[src/rtl/mxu_pkg.sv]
// mxu_pkg -- shared definitions for the MXU sequencing controller.
//   state_e          : controller states (IDLE, LOAD_W, STREAM, DRAIN, DONE)
//   *_DEF            : default array dimension, pipeline latency, counter width
//   addr_w()         : address width helper (never narrower than one bit)
package mxu_pkg;

  localparam int ARRAY_DIM_DEF  = 8;
  localparam int PIPE_LAT_DEF   = 16;
  localparam int VEC_CNT_BW_DEF = 10;

  typedef enum logic [2:0] {
    IDLE   = 3'd0,
    LOAD_W = 3'd1,
    STREAM = 3'd2,
    DRAIN  = 3'd3,
    DONE   = 3'd4
  } state_e;

  // Width needed to address n entries; a one-entry space still gets one bit.
  function automatic int addr_w(input int n);
    return (n > 1) ? $clog2(n) : 1;
  endfunction

endpackage

[src/rtl/mxu_valid_skew.sv]
// mxu_valid_skew -- valid delay line for the MXU.
// Shifts the registered activation-read enable once per cycle. Tap j carries
// the enable delayed j+1 cycles, so the low ARRAY_DIM taps are the per-row
// skewed valids and the last tap is the result-write strobe.
// Ports:
//   clk, rstn : clock, asynchronous active-low reset
//   clr       : synchronous clear of every pending valid (job cancel)
//   vld_in    : registered activation read enable
//   row_vld   : bit r = vld_in delayed r+1 cycles
//   wr_pre    : vld_in delayed PIPE_LAT-1 cycles (write strobe one cycle early)
//   wr_vld    : vld_in delayed PIPE_LAT cycles (result write strobe)
module mxu_valid_skew
  import mxu_pkg::*;
#(
  parameter int ARRAY_DIM = ARRAY_DIM_DEF,
  parameter int PIPE_LAT  = PIPE_LAT_DEF
) (
  input  logic                 clk,
  input  logic                 rstn,
  input  logic                 clr,
  input  logic                 vld_in,
  output logic [ARRAY_DIM-1:0] row_vld,
  output logic                 wr_pre,
  output logic                 wr_vld
);

  logic [PIPE_LAT-1:0] sr_r;

  // Shift register holding the in-flight vector valids.
  always_ff @(posedge clk or negedge rstn) begin
    if (!rstn) begin
      sr_r <= '0;
    end else if (clr) begin
      sr_r <= '0;
    end else begin
      sr_r <= {sr_r[PIPE_LAT-2:0], vld_in};
    end
  end

  assign row_vld = sr_r[ARRAY_DIM-1:0];
  assign wr_pre  = sr_r[PIPE_LAT-2];
  assign wr_vld  = sr_r[PIPE_LAT-1];

endmodule

[src/rtl/mxu_sched.sv]
// mxu_sched -- sequencing controller for the weight-stationary MXU.
// One start loads ARRAY_DIM weight rows, streams num_vecs activation vectors,
// tracks them through the array pipeline into the result buffer and pulses
// done. All outputs are registered, so each appears one cycle after the state
// that produces it.
// Ports:
//   clk, rstn            : clock, asynchronous active-low reset
//   start, abort         : job request (IDLE only) / synchronous cancel
//   num_vecs             : vector count, latched on accepted start
//   busy, done           : job activity / one-cycle completion pulse
//   w_rd_en, w_addr      : weight buffer read
//   we_rl                : one-hot weight reload strobe per array row
//   din_rd_en, din_addr  : activation buffer read
//   row_vld              : per-row skewed input valids
//   out_wr_en, out_addr  : result buffer write
//   perf_cycles          : busy-cycle counter (only with MXU_SCHED_PERF_EN)
// Build option: define MXU_SCHED_PERF_EN to add perf_cycles.
module mxu_sched
  import mxu_pkg::*;
#(
  parameter int ARRAY_DIM  = ARRAY_DIM_DEF,
  parameter int VEC_CNT_BW = VEC_CNT_BW_DEF,
  parameter int PIPE_LAT   = PIPE_LAT_DEF
) (
  input  logic                          clk,
  input  logic                          rstn,
  input  logic                          start,
  input  logic                          abort,
  input  logic [VEC_CNT_BW-1:0]         num_vecs,
  output logic                          busy,
  output logic                          done,
  output logic                          w_rd_en,
  output logic [addr_w(ARRAY_DIM)-1:0]  w_addr,
  output logic [ARRAY_DIM-1:0]          we_rl,
  output logic                          din_rd_en,
  output logic [VEC_CNT_BW-1:0]         din_addr,
  output logic [ARRAY_DIM-1:0]          row_vld,
  output logic                          out_wr_en,
  output logic [VEC_CNT_BW-1:0]         out_addr
`ifdef MXU_SCHED_PERF_EN
  ,
  output logic [31:0]                   perf_cycles
`endif
);

  localparam int WA_W = addr_w(ARRAY_DIM);
  localparam int LC_W = $clog2(ARRAY_DIM + 1);

  state_e                 state_r, state_s;
  logic [VEC_CNT_BW-1:0]  nv_r, scnt_r, ocnt_r;
  logic [LC_W-1:0]        lcnt_r;
  logic                   accept_s, kill_s, wr_pre_s;

  logic                   busy_s, done_s, w_rd_en_s, din_rd_en_s;
  logic [WA_W-1:0]        w_addr_s;
  logic [ARRAY_DIM-1:0]   we_rl_s;
  logic [VEC_CNT_BW-1:0]  din_addr_s;

  logic                   busy_r, done_r, w_rd_en_r, din_rd_en_r;
  logic [WA_W-1:0]        w_addr_r;
  logic [ARRAY_DIM-1:0]   we_rl_r;
  logic [VEC_CNT_BW-1:0]  din_addr_r, out_addr_r;

  // abort wins over start, so a start with abort in IDLE is dropped too.
  assign accept_s = (state_r == IDLE) && start && !abort;
  assign kill_s   = (state_r != IDLE) && abort;

  // State register.
  always_ff @(posedge clk or negedge rstn) begin
    if (!rstn) begin
      state_r <= IDLE;
    end else begin
      state_r <= state_s;
    end
  end

  // Next-state logic. DRAIN leaves as the final write is issued (one cycle
  // ahead of out_wr_en) so that DONE lines up right after the last write.
  always_comb begin
    state_s = state_r;
    if (kill_s) begin
      state_s = IDLE;
    end else begin
      case (state_r)
        IDLE:    state_s = accept_s ? LOAD_W : IDLE;
        LOAD_W:  if (lcnt_r == LC_W'(ARRAY_DIM)) begin
                   state_s = (nv_r == '0) ? DONE : STREAM;
                 end else begin
                   state_s = LOAD_W;
                 end
        STREAM:  state_s = (scnt_r == nv_r - VEC_CNT_BW'(1)) ? DRAIN : STREAM;
        DRAIN:   state_s = (wr_pre_s && (ocnt_r + VEC_CNT_BW'(1) == nv_r)) ? DONE : DRAIN;
        DONE:    state_s = IDLE;
        default: state_s = IDLE;
      endcase
    end
  end

  // Job counters: latched length, weight row, streamed and issued vectors.
  always_ff @(posedge clk or negedge rstn) begin
    if (!rstn) begin
      nv_r   <= '0;
      lcnt_r <= '0;
      scnt_r <= '0;
      ocnt_r <= '0;
    end else if (accept_s) begin
      nv_r   <= num_vecs;
      lcnt_r <= '0;
      scnt_r <= '0;
      ocnt_r <= '0;
    end else if (kill_s) begin
      lcnt_r <= '0;
      scnt_r <= '0;
      ocnt_r <= '0;
    end else begin
      if (state_r == LOAD_W) lcnt_r <= lcnt_r + LC_W'(1);
      if (state_r == STREAM) scnt_r <= scnt_r + VEC_CNT_BW'(1);
      if (wr_pre_s)          ocnt_r <= ocnt_r + VEC_CNT_BW'(1);
    end
  end

  // Output decode. LOAD_W cycle i reads weight row i; the row arrives one
  // cycle later, which is when its reload strobe fires.
  always_comb begin
    busy_s      = 1'b0;
    done_s      = 1'b0;
    w_rd_en_s   = 1'b0;
    w_addr_s    = '0;
    we_rl_s     = '0;
    din_rd_en_s = 1'b0;
    din_addr_s  = '0;
    if (kill_s) begin
      busy_s = 1'b0;
    end else begin
      busy_s = (state_r != IDLE);
      done_s = (state_r == DONE);
      case (state_r)
        LOAD_W: begin
          w_rd_en_s = (lcnt_r < LC_W'(ARRAY_DIM));
          w_addr_s  = lcnt_r[WA_W-1:0];
          if (lcnt_r != '0) begin
            we_rl_s = ARRAY_DIM'(1) << (lcnt_r - LC_W'(1));
          end else begin
            we_rl_s = '0;
          end
        end
        STREAM: begin
          din_rd_en_s = 1'b1;
          din_addr_s  = scnt_r;
        end
        default: begin
          w_rd_en_s = 1'b0;
        end
      endcase
    end
  end

  // Output registers.
  always_ff @(posedge clk or negedge rstn) begin
    if (!rstn) begin
      busy_r      <= 1'b0;
      done_r      <= 1'b0;
      w_rd_en_r   <= 1'b0;
      w_addr_r    <= '0;
      we_rl_r     <= '0;
      din_rd_en_r <= 1'b0;
      din_addr_r  <= '0;
      out_addr_r  <= '0;
    end else begin
      busy_r      <= busy_s;
      done_r      <= done_s;
      w_rd_en_r   <= w_rd_en_s;
      w_addr_r    <= w_addr_s;
      we_rl_r     <= we_rl_s;
      din_rd_en_r <= din_rd_en_s;
      din_addr_r  <= din_addr_s;
      out_addr_r  <= ocnt_r;
    end
  end

  mxu_valid_skew #(
    .ARRAY_DIM (ARRAY_DIM),
    .PIPE_LAT  (PIPE_LAT)
  ) u_skew (
    .clk     (clk),
    .rstn    (rstn),
    .clr     (kill_s),
    .vld_in  (din_rd_en_r),
    .row_vld (row_vld),
    .wr_pre  (wr_pre_s),
    .wr_vld  (out_wr_en)
  );

  assign busy      = busy_r;
  assign done      = done_r;
  assign w_rd_en   = w_rd_en_r;
  assign w_addr    = w_addr_r;
  assign we_rl     = we_rl_r;
  assign din_rd_en = din_rd_en_r;
  assign din_addr  = din_addr_r;
  assign out_addr  = out_addr_r;

`ifdef MXU_SCHED_PERF_EN
  logic [31:0] perf_r;

  // Busy-cycle counter: restarts on accept, holds after the job, saturates.
  always_ff @(posedge clk or negedge rstn) begin
    if (!rstn) begin
      perf_r <= 32'd0;
    end else if (accept_s) begin
      perf_r <= 32'd0;
    end else if ((state_r != IDLE) && (perf_r != 32'hFFFF_FFFF)) begin
      perf_r <= perf_r + 32'd1;
    end
  end

  assign perf_cycles = perf_r;
`endif

endmodule

[config.mk]
export PLATFORM = sky130hd
export DESIGN_NAME = mxu_sched
export DESIGN_NICKNAME = d
export VERILOG_FILES = /design/src/rtl/mxu_pkg.sv /design/src/rtl/mxu_valid_skew.sv /design/src/rtl/mxu_sched.sv
export SDC_FILE = /design/constraint.sdc
export NUM_CORES = 1
export LEC_CHECK = 0
export ABC_AREA = 1
export CORE_ASPECT_RATIO = 0.6
export CORE_MARGIN = 2
export CORE_UTILIZATION = 59
export DETAILED_ROUTE_END_ITERATION = 6
export PLACE_DENSITY = 0.85
export SYNTH_ARGS = -nofsm -noshare
export SYNTH_HDL_FRONTEND = slang
export SYNTH_SLANG_ARGS = --single-unit
[constraint.sdc]
create_clock -name clk -period 4.4 [get_ports clk]
set_clock_uncertainty 0.05 [all_clocks]
set_input_delay 0.66 -clock clk [delete_from_list [all_inputs] [get_ports clk]]
set_output_delay 0.66 -clock clk [all_outputs]
set_load 0.1 [all_outputs]
==> impl_metrics.csv <==
group,metric,value,unit
detailed_routing,wl,9050,um
sta,setup_viol,0,
synth,netlist_instances,466,
global_route,track_usage,25.78,%
pwr,fin_total_pwr,2512,uW
critical_path,cp-startpoint,"u_skew.sr_r[0]$_DFF_PN0_",
sta,whs,0.3614,ns
critical_path,worstPathRequired,3.69,ns
synth,syn-num-nets,490,
finish,diodes,0,
finish,nNetsFinal,547,
critical_path,worstSetupStartpointType,"register",
critical_path,r2r-end,"state_r[1]$_DFF_PN0_",
clocking,root_buffer,"clkbuf_16",
synth,yosysUniqueCellTypes,30,
sta,finalMaxSlewViolations,0,
global_route,grt_max_degree,89,
critical_path,cpPeakStageDelay,1.14,ns
critical_path,endpoint_kind,"primary output",
clocking,cts_buffer_depth,2,
placement,place_area,4684,um2
global_route,grt_pass1_vias,3066,
clocking,postCtsSetupBuffers,0,
pwr,power_frac_comb,29.5,%
placement,io_buffer_count,57,
global_route,grt_pass1_wl,14910,um
critical_path,arrival,1.84,ns
die,die_w,111.4,um
die,die_area,7621,um2
critical_path,rrSetupSlack,2.34,ns
placement,globalplace.congestion,0.8785,
sta,worst-slew-pin-transition,1.062,ns
critical_path,crit_chain,"clkdlybuf4s50_1",
hold_path,hold_class,"register to register",
critical_path,critPathTopFamily,"buffers and inverters",
sta,finalHoldViolCount,0,
detailed_routing,wl_per_cell,14.72,um
clocking,clk_latency,0.34,ns
pwr,powerDensity,502.4,nW/um2
pwr,power_switching,916.5,uW
finish,drive_gt1_share,8.902,%
hold_path,min_to,"out_addr[9]$_DFF_PN0_",
sta,period_needed,2.550,ns
detailed_routing,drt-initial-drc-count,312,
die,start_util,61.13,%
finish,design_area,4999,um2
detailed_routing,drcViolationCount,0,
sta,rsz0062_at_grt,"no",
global_route,antenna_found_initial,0,
clocking,clkSinkCount,88,
clocking,hold_buffers,0,
sta,finalWorstSetupSlack,1.850,ns
synth,yosys_warnings,0,
clocking,cts.clk_slew.worst_paths,0.06,ns
critical_path,crit_type,"register to primary output",
synth,yosysSeqAreaShare,53.95,%
sta,slew_headroom,29.22,%
detailed_routing,drt_pass1_iterations,5,
synth,netlist_area,4081,um2
pwr,peakVddDrop,0.0003952,V
die,rows,23,
finish,syn_to_final_growth,22.47,%
clocking,cts_resized,0,
synth,avgSynthCellArea,8.758,um2
critical_path,critical_path.max_fanout,2,
die,core,6676,um2
synth,ys_ff_latch,88,
sta,finalCritPeriodShare,57.96,%
clocking,cts_tree,"built",
placement,dp_hpwl,6599,um
sta,max_freq,392.1,MHz
hold_path,min_path_cells,0,
hold_path,holdCritStartpoint,"ocnt_r[9]$_DFFE_PN0P_",
detailed_routing,antenna_left,0,
pwr,leakage,0.002293,uW
run,cap_violations,0,
critical_path,r2r_start,"ocnt_r[0]$_DFFE_PN0P_",
critical_path,reg2reg_depth,12,
global_route,grt_overflow,0,
sta,fin_tns_setup,0,ns
pwr,p_int,1595,uW
placement,dp_slack,2.096,ns
detailed_routing,vias_per_cell,5.314,
pwr,seqPwrFrac,38.6,%
clocking,cts_max_level,3,
outcome,status,"finished clean",
critical_path,critPathBufInv,1,
die,io_pins,58,
die,die_y,68.43,um
critical_path,worst_path_max_delay_cell,"clkdlybuf4s50_1",
detailed_routing,vias,3268,
pwr,pwr-share-clk,31.9,%
pwr,p_sw_share,36.49,%
clocking,cts_buffers,9,
registers in the layout, indices dropped and copies added (netlist names):
| name | cells |
|---|---|
| we_rl | 8 |
| busy | 1 |
| done | 1 |
| out_addr | 10 |
| w_rd_en | 1 |
| u_skew.sr_r | 16 |
| w_addr | 3 |
| din_addr | 10 |
| ocnt_r | 10 |
| din_rd_en | 1 |
| lcnt_r | 4 |
| nv_r | 10 |
| scnt_r | 10 |
| state_r | 3 |
area by class of cell:
type	instances	area, um2
sequential	88	2202
clock inverter	5	81.33
clock buffer	11	232.7
inverter	76	285.3
multi-input combinational	291	1520
tap	87	108.9
fill	468	1678
timing repair buffer	57	568.0
cell families (layout without fill, tap and decap cells):
logic type / count (synthesis) / in the layout / synth area share, %
DFF: 88 / 88 / 53.95
and+or+nand+nor: 215 / 215 / 24.49
buffers and inverters: 87 / 149 / 8.798
AOI/OAI and AO/OA: 54 / 54 / 7.112
adders and majority gates: 10 / 10 / 3.066
xor gates and xnor gates: 12 / 12 / 2.575
layer usage:
layer / vias to the layer above / track usage [%] / wire (um)
met5: - / 0 / 0
met4: 0 / 7.099 / 85
met3: 10 / 7.352 / 665
met2: 136 / 40.70 / 4080
met1: 1545 / 35.67 / 4218
li1: 1577 / - / -
worst max-delay path by stage:
stage                                       end  slack (ns)  depth (start not counted)
after floorplan            state_r[0]$_DFF_PN0_        2.73                         12
after global placement    ocnt_r[3]$_DFFE_PN0P_        2.16                          7
after detailed placement  ocnt_r[4]$_DFFE_PN0P_        2.10                          8
after CTS                             w_addr[0]        1.84                          1
after global routing                 row_vld[4]        1.81                          1
final                                row_vld[0]        1.85                          1
cells in the final DEF, fill, tap and decap left out, types with 10 or more instances in the layout:
| cell type | n |
|---|---|
| clkdlybuf4s50_1 | 56 |
| nor3_1 | 10 |
| o21ai_0 | 20 |
| dfrtp_1 | 88 |
| ha_1 | 10 |
| nand2_1 | 82 |
| inv_1 | 68 |
| nor2_1 | 63 |
| a21oi_1 | 16 |
| nand3_1 | 29 |
power by group through the flow:
stage	sequential (uW)	combinational [uW]	clock, uW
after floorplan	1060	445	0
after global placement	975	696	0
after detailed placement	979	730	0
after CTS	966	736	806
after global routing	977	814	847
final	970	741	800
Yosys cell counts, drive strengths merged:
cell type  count  area (um2)
a21oi         16       80.08
o22ai          7       43.79
ha            10       125.1
buf           10       70.07
dfrtp         88        2202
nand3b         1       7.510
nor2          68       277.8
nor3          17       132.6
clkbuf         1       3.750
inv           76       285.3
a211oi         1       7.510
o21ai         28       143.9
nand2         90       362.9
nor4           1       6.260
nand4          6       37.54
xnor2          6       52.55
o21a           2       15.01
xor2           6       52.55
nand3         32       175.2
metrics by stage:
step,util [%],std cells
6_report,74.87,615
5_1_grt,74.87,615
4_1_cts,74.87,615
3_5_place_dp,70.16,599
3_3_place_gp,70.16,599
2_1_floorplan,-,466
Power figures use the tool's default switching activity.
